## src/rtl/common_dffram_2a1wb2r.sv

```systemverilog
// common_dffram_2a1wb2r: flop-based RAM, port A read-write with bit enables, port B read-only.
// Contents clear to zero on synchronous reset; both reads are combinational.
module common_dffram_2a1wb2r #(
   parameter int DATA_WIDTH = 1,
   parameter int ADDR_WIDTH = 1
) (
   input  logic                  clk,
   input  logic                  reset,
   input  logic [ADDR_WIDTH-1:0] addra,
   input  logic                  ena,
   input  logic [DATA_WIDTH-1:0] wea,
   input  logic [DATA_WIDTH-1:0] dina,
   output logic [DATA_WIDTH-1:0] douta,
   input  logic [ADDR_WIDTH-1:0] addrb,
   output logic [DATA_WIDTH-1:0] doutb
);
   localparam int DEPTH = 1 << ADDR_WIDTH;
   logic [DATA_WIDTH-1:0] mem [DEPTH];
   always_ff @(posedge clk) begin
      if (reset) begin
         for (int i = 0; i < DEPTH; i++) mem[i] <= '0;
      end else if (ena) begin
         mem[addra] <= (mem[addra] & ~wea) | (dina & wea);
      end
   end
   assign douta = mem[addra];
   assign doutb = mem[addrb];
endmodule

```

## src/rtl/common_dfffifo_1w1r.sv

```systemverilog
// common_dfffifo_1w1r: first-word-fall-through FIFO over a flop RAM, one push and one pop per cycle.
// Define COMMON_DFFFIFO_COUNT_EN to add the occupancy output count.
module common_dfffifo_1w1r #(
   parameter int FIFO_DATA_WIDTH = 1,
   parameter int FIFO_ADDR_WIDTH = 1
) (
   input  logic                       clk,
   input  logic                       reset,
   input  logic                       wen,
   input  logic [FIFO_DATA_WIDTH-1:0] din,
   output logic                       wready,
   input  logic                       ren,
   output logic [FIFO_DATA_WIDTH-1:0] dout,
   output logic                       rvalid
`ifdef COMMON_DFFFIFO_COUNT_EN
   ,
   output logic [FIFO_ADDR_WIDTH:0]   count
`endif
);
   localparam int PTR_WIDTH = FIFO_ADDR_WIDTH + 1;
   logic [PTR_WIDTH-1:0] wptr, rptr;
   logic [FIFO_DATA_WIDTH-1:0] douta_unused;
   logic push, pop, full, empty;
   // The extra pointer bit tells a full ring from an empty one.
   assign empty  = wptr == rptr;
   assign full   = (wptr[FIFO_ADDR_WIDTH-1:0] == rptr[FIFO_ADDR_WIDTH-1:0]) &&
                   (wptr[FIFO_ADDR_WIDTH] != rptr[FIFO_ADDR_WIDTH]);
   assign wready = !full;
   assign rvalid = !empty;
   assign push   = wen && !full;
   assign pop    = ren && !empty;
   always_ff @(posedge clk) begin
      if (reset) begin
         wptr <= '0;
         rptr <= '0;
      end else begin
         wptr <= push ? wptr + 1'b1 : wptr;
         rptr <= pop ? rptr + 1'b1 : rptr;
      end
   end
`ifdef COMMON_DFFFIFO_COUNT_EN
   assign count = wptr - rptr;
`endif
   common_dffram_2a1wb2r #(
      .DATA_WIDTH(FIFO_DATA_WIDTH),
      .ADDR_WIDTH(FIFO_ADDR_WIDTH)
   ) u_ram (
      .clk  (clk),
      .reset(reset),
      .addra(wptr[FIFO_ADDR_WIDTH-1:0]),
      .ena  (push),
      .wea  ({FIFO_DATA_WIDTH{push}}),
      .dina (din),
      .douta(douta_unused),
      .addrb(rptr[FIFO_ADDR_WIDTH-1:0]),
      .doutb(dout)
   );
endmodule

```

## config.mk

```make
export PLATFORM = sky130hd
export DESIGN_NAME = common_dfffifo_1w1r
export DESIGN_NICKNAME = d
export VERILOG_FILES = /design/src/rtl/common_dffram_2a1wb2r.sv /design/src/rtl/common_dfffifo_1w1r.sv
export SDC_FILE = /design/constraint.sdc
export NUM_CORES = 1
export LEC_CHECK = 0
export ABC_AREA = 1
export BUFFER_PORTS_ARGS = -buffer_cell sky130_fd_sc_hd__buf_2
export CORE_AREA = 3 3 40 42
export CTS_BUF_LIST = sky130_fd_sc_hd__clkbuf_8
export DETAILED_ROUTE_END_ITERATION = 10
export DIE_AREA = 0 0 43 45
export PLACE_DENSITY = 0.53
export SETUP_SLACK_MARGIN = 0.05
export SLEW_MARGIN = 20
export SYNTH_ARGS = -nofsm -noshare
export SYNTH_HDL_FRONTEND = slang
export SYNTH_SLANG_ARGS = --single-unit
```

## constraint.sdc

```tcl
create_clock -name clk -period 1.2 [get_ports clk]
set_input_delay 0.12 -clock clk [delete_from_list [all_inputs] [get_ports clk]]
set_output_delay 0.12 -clock clk [all_outputs]
set_load 0.005 [all_outputs]
```

# Yosys cells after proc, flatten, opt, wreduce, memory -nomap -nowiden

Memory sizes are Yosys's and may differ from the RTL's. A register that Yosys moved wholly into a read port is not among the register bits.
Index checks and enable logic that the tools add are counted.

Add/subtract/negate cells: 2
Eq/ne operators: 3
Multiplexer cells: 12
Bitwise logic cells: 4
Reductions and logical operators: 6

Operators by type and width:

| operator              | number |
|---|---|
| $mux W1               | 12 |
| $add A2 B1 Y2 const B | 2 |
| $logic_and A1 B1 Y1   | 3 |
| $and A1 B1 Y1         | 2 |
| $eq A2 B2 Y1          | 1 |
| $logic_not A1 Y1      | 2 |
| $eq A1 B1 Y1          | 1 |
| $ne A1 B1 Y1          | 1 |
| $not A1 Y1            | 1 |
| $or A1 B1 Y1          | 1 |
| $reduce_or A1 Y1      | 1 |

Bits in registers: 4
RAM bits: 2
Bits of input ports: 5
Output and inout port bits: 3
Logic and storage cells: 30
Memories kept: 1

Memory list:

| name      | words | width | rd ports | clocked after memory_dff | wr ports | line                        | source |
|---|---|---|---|---|---|---|---|
| u_ram.mem | 2     | 1     | 2        | 2                        | 2        | common_dffram_2a1wb2r.sv:18 | `logic [DATA_WIDTH-1:0] mem [DEPTH];` |

# Depth between registers and ports, before layout

Gate-level depths: netlist (run 1).

Word-level depth: 9
Gate-level depth with buffers: 8
Depth with buffers taken out: 8

# By module

A second synthesis (run 1) with hierarchy kept.

Cells, all modules: 59
Area, all modules: 394.1 um^2

Modules (own cells, without submodules):

| module                | times used | cells an instance | area each (um^2) | seq. area each (um^2) |
|---|---|---|---|---|
| common_dfffifo_1w1r   | 1          | 41                | 260.2            | 80.1 |
| common_dffram_2a1wb2r | 1          | 18                | 133.9            | 60.1 |

# Worst setup path before layout (run 1)

OpenSTA, ideal clock, no wires.

Kind: flip-flop to flip-flop
From: register wptr[0]
To: memory u_ram.mem[0], enable pin
Setup time: 0.302 ns
Data arrival time: 0.820 ns
Required time: 0.898 ns
Setup slack: 0.078 ns
Cell stages (with the launch flop): 7
Buffers on the path: 0
Clock period less this slack: 1.122 ns
Path through: dfxtp_1 > inv_2 > nand2_1 > nand2_2 > nand2_4 > nand2_4 > o21ai_1

RTL lines:

| what                   | line                        | source |
|---|---|---|
| from (decl)            | common_dfffifo_1w1r.sv:21   | `logic [PTR_WIDTH-1:0] wptr, rptr;` |
| from (signal assigned) | common_dfffifo_1w1r.sv:37   | `wptr <= push ? wptr + 1'b1 : wptr;` |
| to (decl)              | common_dffram_2a1wb2r.sv:18 |  |

# Final worst setup path (run 1)

From: register wptr[1]
To: output rvalid

Cells in the longest elaborated chain, start to end: 2

RTL lines:

| what             | line                      | source |
|---|---|---|
| $eq A2 B2 Y1     | common_dfffifo_1w1r.sv:25 | `assign empty = wptr == rptr;` |
| $logic_not A1 Y1 | common_dfffifo_1w1r.sv:29 | `assign rvalid = !empty;` |
| to (decl)        | common_dfffifo_1w1r.sv:14 | `output logic rvalid` |

Every way passes these cells.

==> flow_metrics.env, run 1 <==
export IMPL_synth_ff_latch_count=8
export IMPL_leakagePower_nw=0.292
export IMPL_crit_arrival_ns=0.99
export IMPL_timing_fmax_ghz=0.900
export IMPL_cell_repeated_most_along_the_worst_path="sky130_fd_sc_hd__nand2_1"
export IMPL_area_delta_synth_final_pct=35.3
export IMPL_pre_cts_slack_ns=0.0525
export IMPL_chipHeight_um=45
export IMPL_count_of_input_and_output_buffers=7
export IMPL_remaining_drc_errors=0
export IMPL_synth_largest_area_cell="sky130_fd_sc_hd__dfxtp_1"
export IMPL_finalSetupTns_ns=0
export IMPL_ir_drop_uv=535
export IMPL_worst_endpoint_required_ns=1.08
export IMPL_die_area_um2=1940
export IMPL_syn_area_um2=422
export IMPL_worst_slew_pin_transition_ns=0.233
export IMPL_core_um2=1280
export IMPL_die_width_um=43
export IMPL_critical_path_max_fanout=4
export IMPL_yosys_cell_count_top_type="sky130_fd_sc_hd__nand2_1"
export IMPL_route_detailed_wl_per_inst_um=8.81
export IMPL_wirelength_um=793
export IMPL_final_layout_size_suffix_gt1_frac=0.413
export IMPL_ioPinCount=8
export IMPL_gr_usage_all_layers=0.0921
export IMPL_grt_start_max_net_pins=7
export IMPL_finalSetupViolCount=0
export IMPL_p_sw_mw=0.244
export IMPL_cell_types_with_the_highest_counts_after_synthesis="sky130_fd_sc_hd__nand2_1, sky130_fd_sc_hd__inv_1, sky130_fd_sc_hd__dfxtp_1, sky130_fd_sc_hd__nand2_2, sky130_fd_sc_hd__nor2_1"
export IMPL_synth_edff_count=2
export IMPL_nNetsFinal=81
export IMPL_endpoint_kind="primary output"
export IMPL_route_detailed_vias_per_inst=4.34
export IMPL_antenna_found_initial=0
export IMPL_timing_final_max_slew_violations=0
export IMPL_clock_power_share=0.389
export IMPL_critical_path_cell_by_cell="buf_6 > nand2_1 > nand2_1 > nand2_2 > buf_2"
export IMPL_fin_crit_sh=0.926
export IMPL_postCtsHoldBufs=0
export IMPL_final_hold_violation_count=0
export IMPL_fin_worst_setup_slack_ns=0.0885
export IMPL_via_count_of_the_first_global_routing_pass=345
export IMPL_num_vias=391
export IMPL_timing_critical_path_slowest_cell_delay_ns=0.35
export IMPL_tritoncts_num_buffers=3
export IMPL_seq_area_frac_synth=0.427
export IMPL_dr_first_iter_drc_count=5
export IMPL_fin_worst_skew_ns=0.00773
export IMPL_netSwitchingFraction=0.280
export IMPL_synth_area_top_cells="sky130_fd_sc_hd__dfxtp_1, sky130_fd_sc_hd__edfxtp_1, sky130_fd_sc_hd__nand2_1, sky130_fd_sc_hd__nand2_2, sky130_fd_sc_hd__inv_1"
export IMPL_worst_setup_path_start_kind="register"
export IMPL_drv_cap=0
export IMPL_total_area_of_multi_input_combinational_cells_um2=208
export IMPL_clk_root_buffer_cell="sky130_fd_sc_hd__clkbuf_8"
export IMPL_crit_type="register to primary output"
export IMPL_cts_clk_slew_worst_paths_ns=0.05
export IMPL_ys_flop_type="sky130_fd_sc_hd__dfxtp_1"
export IMPL_antenna_diode_count=0
export IMPL_tritoncts="done"
export IMPL_yosys_warnings=0
export IMPL_synth_cell_type_count=14
export IMPL_source_to_sink_clock_delay_at_the_later_pin_of_the_worst_skew_pair_ns=0.23
export IMPL_p_per_cell_area_nw_per_um2=1520
export IMPL_initial_standard_cell_utilization_of_the_core=0.328
export IMPL_seq_area_um2=185
export IMPL_period_needed_ns=1.11
export IMPL_status="finished clean"
export IMPL_dr_pass1_iters=4
export IMPL_timing_slew_headroom=0.844
export IMPL_place_congestion=0.717
export IMPL_layout_core_utilization=0.444
export IMPL_ctsLongestPathBuffers=2
export IMPL_power_internal_mw=0.626
export IMPL_hpwl_um=614
export IMPL_antenna_left=0
export IMPL_synthesis_instances=59
export IMPL_fillerInstances=142
export IMPL_first_pass_grt_wire_length_um=1280
export IMPL_grt_overflow=0
export IMPL_post_synthesis_net_count=64
export IMPL_synthArstFlopShare=0
export IMPL_share_seq_of_total_power=0.381
export IMPL_post_synth_top_area_fraction=0.285
export IMPL_grt_setup_unrepaired="yes"
export IMPL_clock_sink_count=8
export IMPL_cts_htree_levels=1
export IMPL_floorplan_rows=13
export IMPL_slowest_stage="sky130_fd_sc_hd__dfxtp_2"
export IMPL_fraction_of_power_consumed_by_combinational_cells=0.230
export IMPL_worst_hold_path_type="input pin to register"
export IMPL_syn_avg_cell_area_um2=7.15
layout by cell type (no fill, tap or decap), drive strengths merged:
cell type,n
o21ai,3
nand4,1
clkbuf,3
edfxtp,2
inv,11
nand3,4
a21oi,4
o21a,1
dfxtp,6
buf,12
nand2,23
nor2,5
path summary, 6_finish.rpt:
check	start	to	slack, ns	cells past startpoint
max	wptr[1]$_SDFFE_PP0P_	rvalid	0.09	5
min	ren	register	0.16	3
max reg2reg	rptr[0]$_SDFFE_PP0P_	u_ram.mem[0]$_SDFFCE_PN0P_	0.13	6
min reg2reg	rptr[0]$_SDFFE_PP0P_	register	0.51	2
metrics by stage:
stage                     power (mW)  std cells  hold WS (ns)  area [um2]
after floorplan                0.450         59         0.280         422
after global placement         0.515         85         0.389         505
after global routing           0.920         90         0.210         571
after detailed placement       0.516         85         0.394         505
after CTS                      0.862         89         0.163         552
final                          0.869         90         0.160         571
layer usage:
metal,vias up,track usage,part of all wire
met5,-,0,0
met4,0,0.0723,0
met3,0,0.0239,0.033
met2,4,0.150,0.49
met1,171,0.103,0.47
li1,216,-,-
cells by family after synthesis:
kind of cell           synth area share
and+or+nand+nor                   0.383
buffers and inverters            0.0890
DFF                               0.427
AOI/OAI and AO/OA                 0.101
worst max-delay path: cells and delay by family (launching register included):
family | cells | cell delay (ns)
buffers and inverters | 2 | 0.23
flip-flops | 1 | 0.35
AND/OR/NAND/NOR | 3 | 0.18
final cells by class:
cell class | count | share of cell area
Clock inverter | 1 | 0.00658
Clock buffer | 3 | 0.0724
Tap cell | 15 | 0.0329
Sequential cell | 8 | 0.325
Multi-Input combinational cell | 41 | 0.364
Inverter | 10 | 0.0658
Timing Repair Buffer | 12 | 0.134
power groups by stage:
stage	Sequential [mW]	Combinational [mW]	Clock [mW]
3_5_place_dp	0.333	0.184	0
6_report	0.331	0.200	0.338
3_3_place_gp	0.332	0.183	0
5_1_grt	0.336	0.225	0.359
2_1_floorplan	0.330	0.120	0
4_1_cts	0.329	0.185	0.348
what timing repair did:
item,CTS,global route
endpoints found under the setup margin,1,7
pin swaps,1,2
buffers inserted,0,1
resized for setup,1,5
hold endpoints to repair,0,0
(Power assumes the default switching activity.)
==> inputs of run 2 (changes only) <==
--- a/config.mk
+++ b/config.mk
@@ -12,7 +12,7 @@
 export DETAILED_ROUTE_END_ITERATION = 10
 export DIE_AREA = 0 0 43 45
 export PLACE_DENSITY = 0.53
-export SETUP_SLACK_MARGIN = 0.05
+export SETUP_SLACK_MARGIN = 0.2
 export SLEW_MARGIN = 20
 export SYNTH_ARGS = -nofsm -noshare
 export SYNTH_HDL_FRONTEND = slang
==> constraint.sdc (replaced) <==
create_clock -name clk -period 1.1 [get_ports clk]
set_input_delay 0.11 -clock clk [delete_from_list [all_inputs] [get_ports clk]]
set_output_delay 0.11 -clock clk [all_outputs]
set_load 0.005 [all_outputs]
==> run 2 against run 1 <==
The run now ends with negative setup slack left. Sequential share of layout area decreased by 3.5 points. Count of clock-buffer cells in the layout unchanged. Final cell count up 3.3%. Largest cell class unchanged. Highest routed layer is now met4.
==> flow_metrics.env, run 2 (synthesis results as in run 1) <==
export IMPL_ctsLongestPathBuffers=2
export IMPL_final_hold_violation_count=0
export IMPL_worst_hold_path_type="input pin to register"
export IMPL_tritoncts="done"
export IMPL_clock_sink_count=8
export IMPL_period_needed_ns=1.10
export IMPL_critical_path_cell_by_cell="inv_2 > nand2_2 > nand2_2 > nand2_4 > nand2_4 > o21ai_2"
export IMPL_cts_htree_levels=1
export IMPL_critical_path_max_fanout=6
export IMPL_route_detailed_wl_per_inst_um=9.26
export IMPL_placed_area_um2=522
export IMPL_gr_usage_all_layers=0.115
export IMPL_design_power_total_mw=1.02
export IMPL_finalSetupViolCount=1
export IMPL_grt_start_max_net_pins=7
export IMPL_fin_worst_skew_ns=0.00551
export IMPL_finalSetupTns_ns=-0.00200
export IMPL_worst_endpoint_required_ns=1.04
export IMPL_floorplan_rows=13
export IMPL_slowest_stage="sky130_fd_sc_hd__dfxtp_2"
export IMPL_die_width_um=43
export IMPL_num_vias=420
export IMPL_ioPinCount=8
export IMPL_final_layout_size_suffix_gt1_frac=0.590
export IMPL_crit_arrival_ns=1.04
export IMPL_clk_root_buffer_cell="sky130_fd_sc_hd__clkbuf_8"
export IMPL_failed_checks="negative setup slack"
export IMPL_crit_type="register to register"
export IMPL_ir_drop_uv=710
export IMPL_hpwl_um=616
export IMPL_postCtsHoldBufs=0
export IMPL_core_um2=1280
export IMPL_timing_final_max_slew_violations=0
export IMPL_antenna_diode_count=0
export IMPL_dr_pass1_iters=2
export IMPL_endpoint_kind="register"
export IMPL_fin_crit_sh=1.00
export IMPL_wirelength_um=861
export IMPL_layout_cells_most_common_list="sky130_fd_sc_hd__nand2_2, sky130_fd_sc_hd__nand2_1, sky130_fd_sc_hd__buf_2"
export IMPL_worst_setup_path_start_kind="register"
export IMPL_status="complete, but fails checks"
export IMPL_antenna_found_initial=0
export IMPL_area_delta_synth_final_pct=53.7
export IMPL_cts_clk_slew_worst_paths_ns=0.05
export IMPL_drv_cap=0
export IMPL_timing_slew_headroom=0.807
export IMPL_dr_first_iter_drc_count=4
export IMPL_tritoncts_num_buffers=3
export IMPL_remaining_drc_errors=0
export IMPL_source_to_sink_clock_delay_at_the_later_pin_of_the_worst_skew_pair_ns=0.23
export IMPL_leakagePower_nw=0.316
export IMPL_worst_slew_pin_transition_ns=0.288
export IMPL_first_pass_grt_wire_length_um=1580
export IMPL_nNetsFinal=84
export IMPL_p_per_cell_area_nw_per_um2=1570
export IMPL_place_congestion=0.720
export IMPL_timing_fmax_ghz=0.907
export IMPL_via_count_of_the_first_global_routing_pass=414
export IMPL_grt_setup_unrepaired="yes"
export IMPL_count_of_input_and_output_buffers=7
export IMPL_die_area_um2=1940
export IMPL_chipHeight_um=45
export IMPL_antenna_left=0
export IMPL_initial_standard_cell_utilization_of_the_core=0.328
export IMPL_route_detailed_vias_per_inst=4.52
export IMPL_fin_area_um2=648
export IMPL_grt_overflow=0
export IMPL_fin_worst_setup_slack_ns=-0.00200
export IMPL_timing_critical_path_slowest_cell_delay_ns=0.35
run 2: cell types whose count changed in the layout (fill, tap and decap cells not counted), sizes merged:
cell,delta
buf,+3
run 2: stage by stage:
stage / setup WS [ns] / hold WS (ns) / util / instances
after floorplan: 0.0201 / 0.248 / - / 59
final: -0.00200 / 0.175 / 0.504 / 93
after detailed placement: -0.00245 / 0.380 / 0.406 / 86
after global routing: -0.0704 / 0.171 / 0.504 / 93
after CTS: 0.0142 / 0.140 / 0.479 / 93
after global placement: 0.0222 / 0.364 / 0.406 / 86
run 2: routing by layer:
metal	share of wire	global-route usage
met1	0.43	0.110
met2	0.53	0.204
met3	0.023	0.0239
met4	0.019	0.108
met5	0	0
run 2: critical path: cells and delay by family, from the launching register on:
kind,cells,cell delay [ns]
buffers and inverters,1,0.05
AND/OR/NAND/NOR,4,0.28
flip-flops,1,0.35
AO/OA/AOI/OAI,1,0.13
run 2: final timing paths:
path / startpoint / to / slack [ns] / cells after the start
hold reg to reg: wptr[1]$_SDFFE_PP0P_ / wptr[1]$_SDFFE_PP0P_ / 0.47 / 1
hold / removal: ren / register / 0.17 / 3
setup / recovery: rptr[1]$_SDFFE_PP0P_ / u_ram.mem[0]$_SDFFCE_PN0P_ / -0.002 / 6
setup reg to reg: rptr[1]$_SDFFE_PP0P_ / u_ram.mem[0]$_SDFFCE_PN0P_ / -0.002 / 6
run 2: final cells by class:
class                      count  area, um2
inverter                      10       37.5
clock buffer                   3       41.3
timing repair buffer          15        106
clock inverter                 1       3.75
fill                         118        637
tap                           15       18.8
sequential                     8        188
multi-input combinational     41        253
run 2: report_power, final:
part           internal (mW)  switching [mW]
logic                  0.139           0.151
registers              0.338          0.0241
clock network          0.242           0.123
run 2: what timing repair did:
item	in CTS	in global routing
endpoints found under the setup margin	13	13
setup buffers	3	0
pin swaps	6	12
resized for setup	9	10
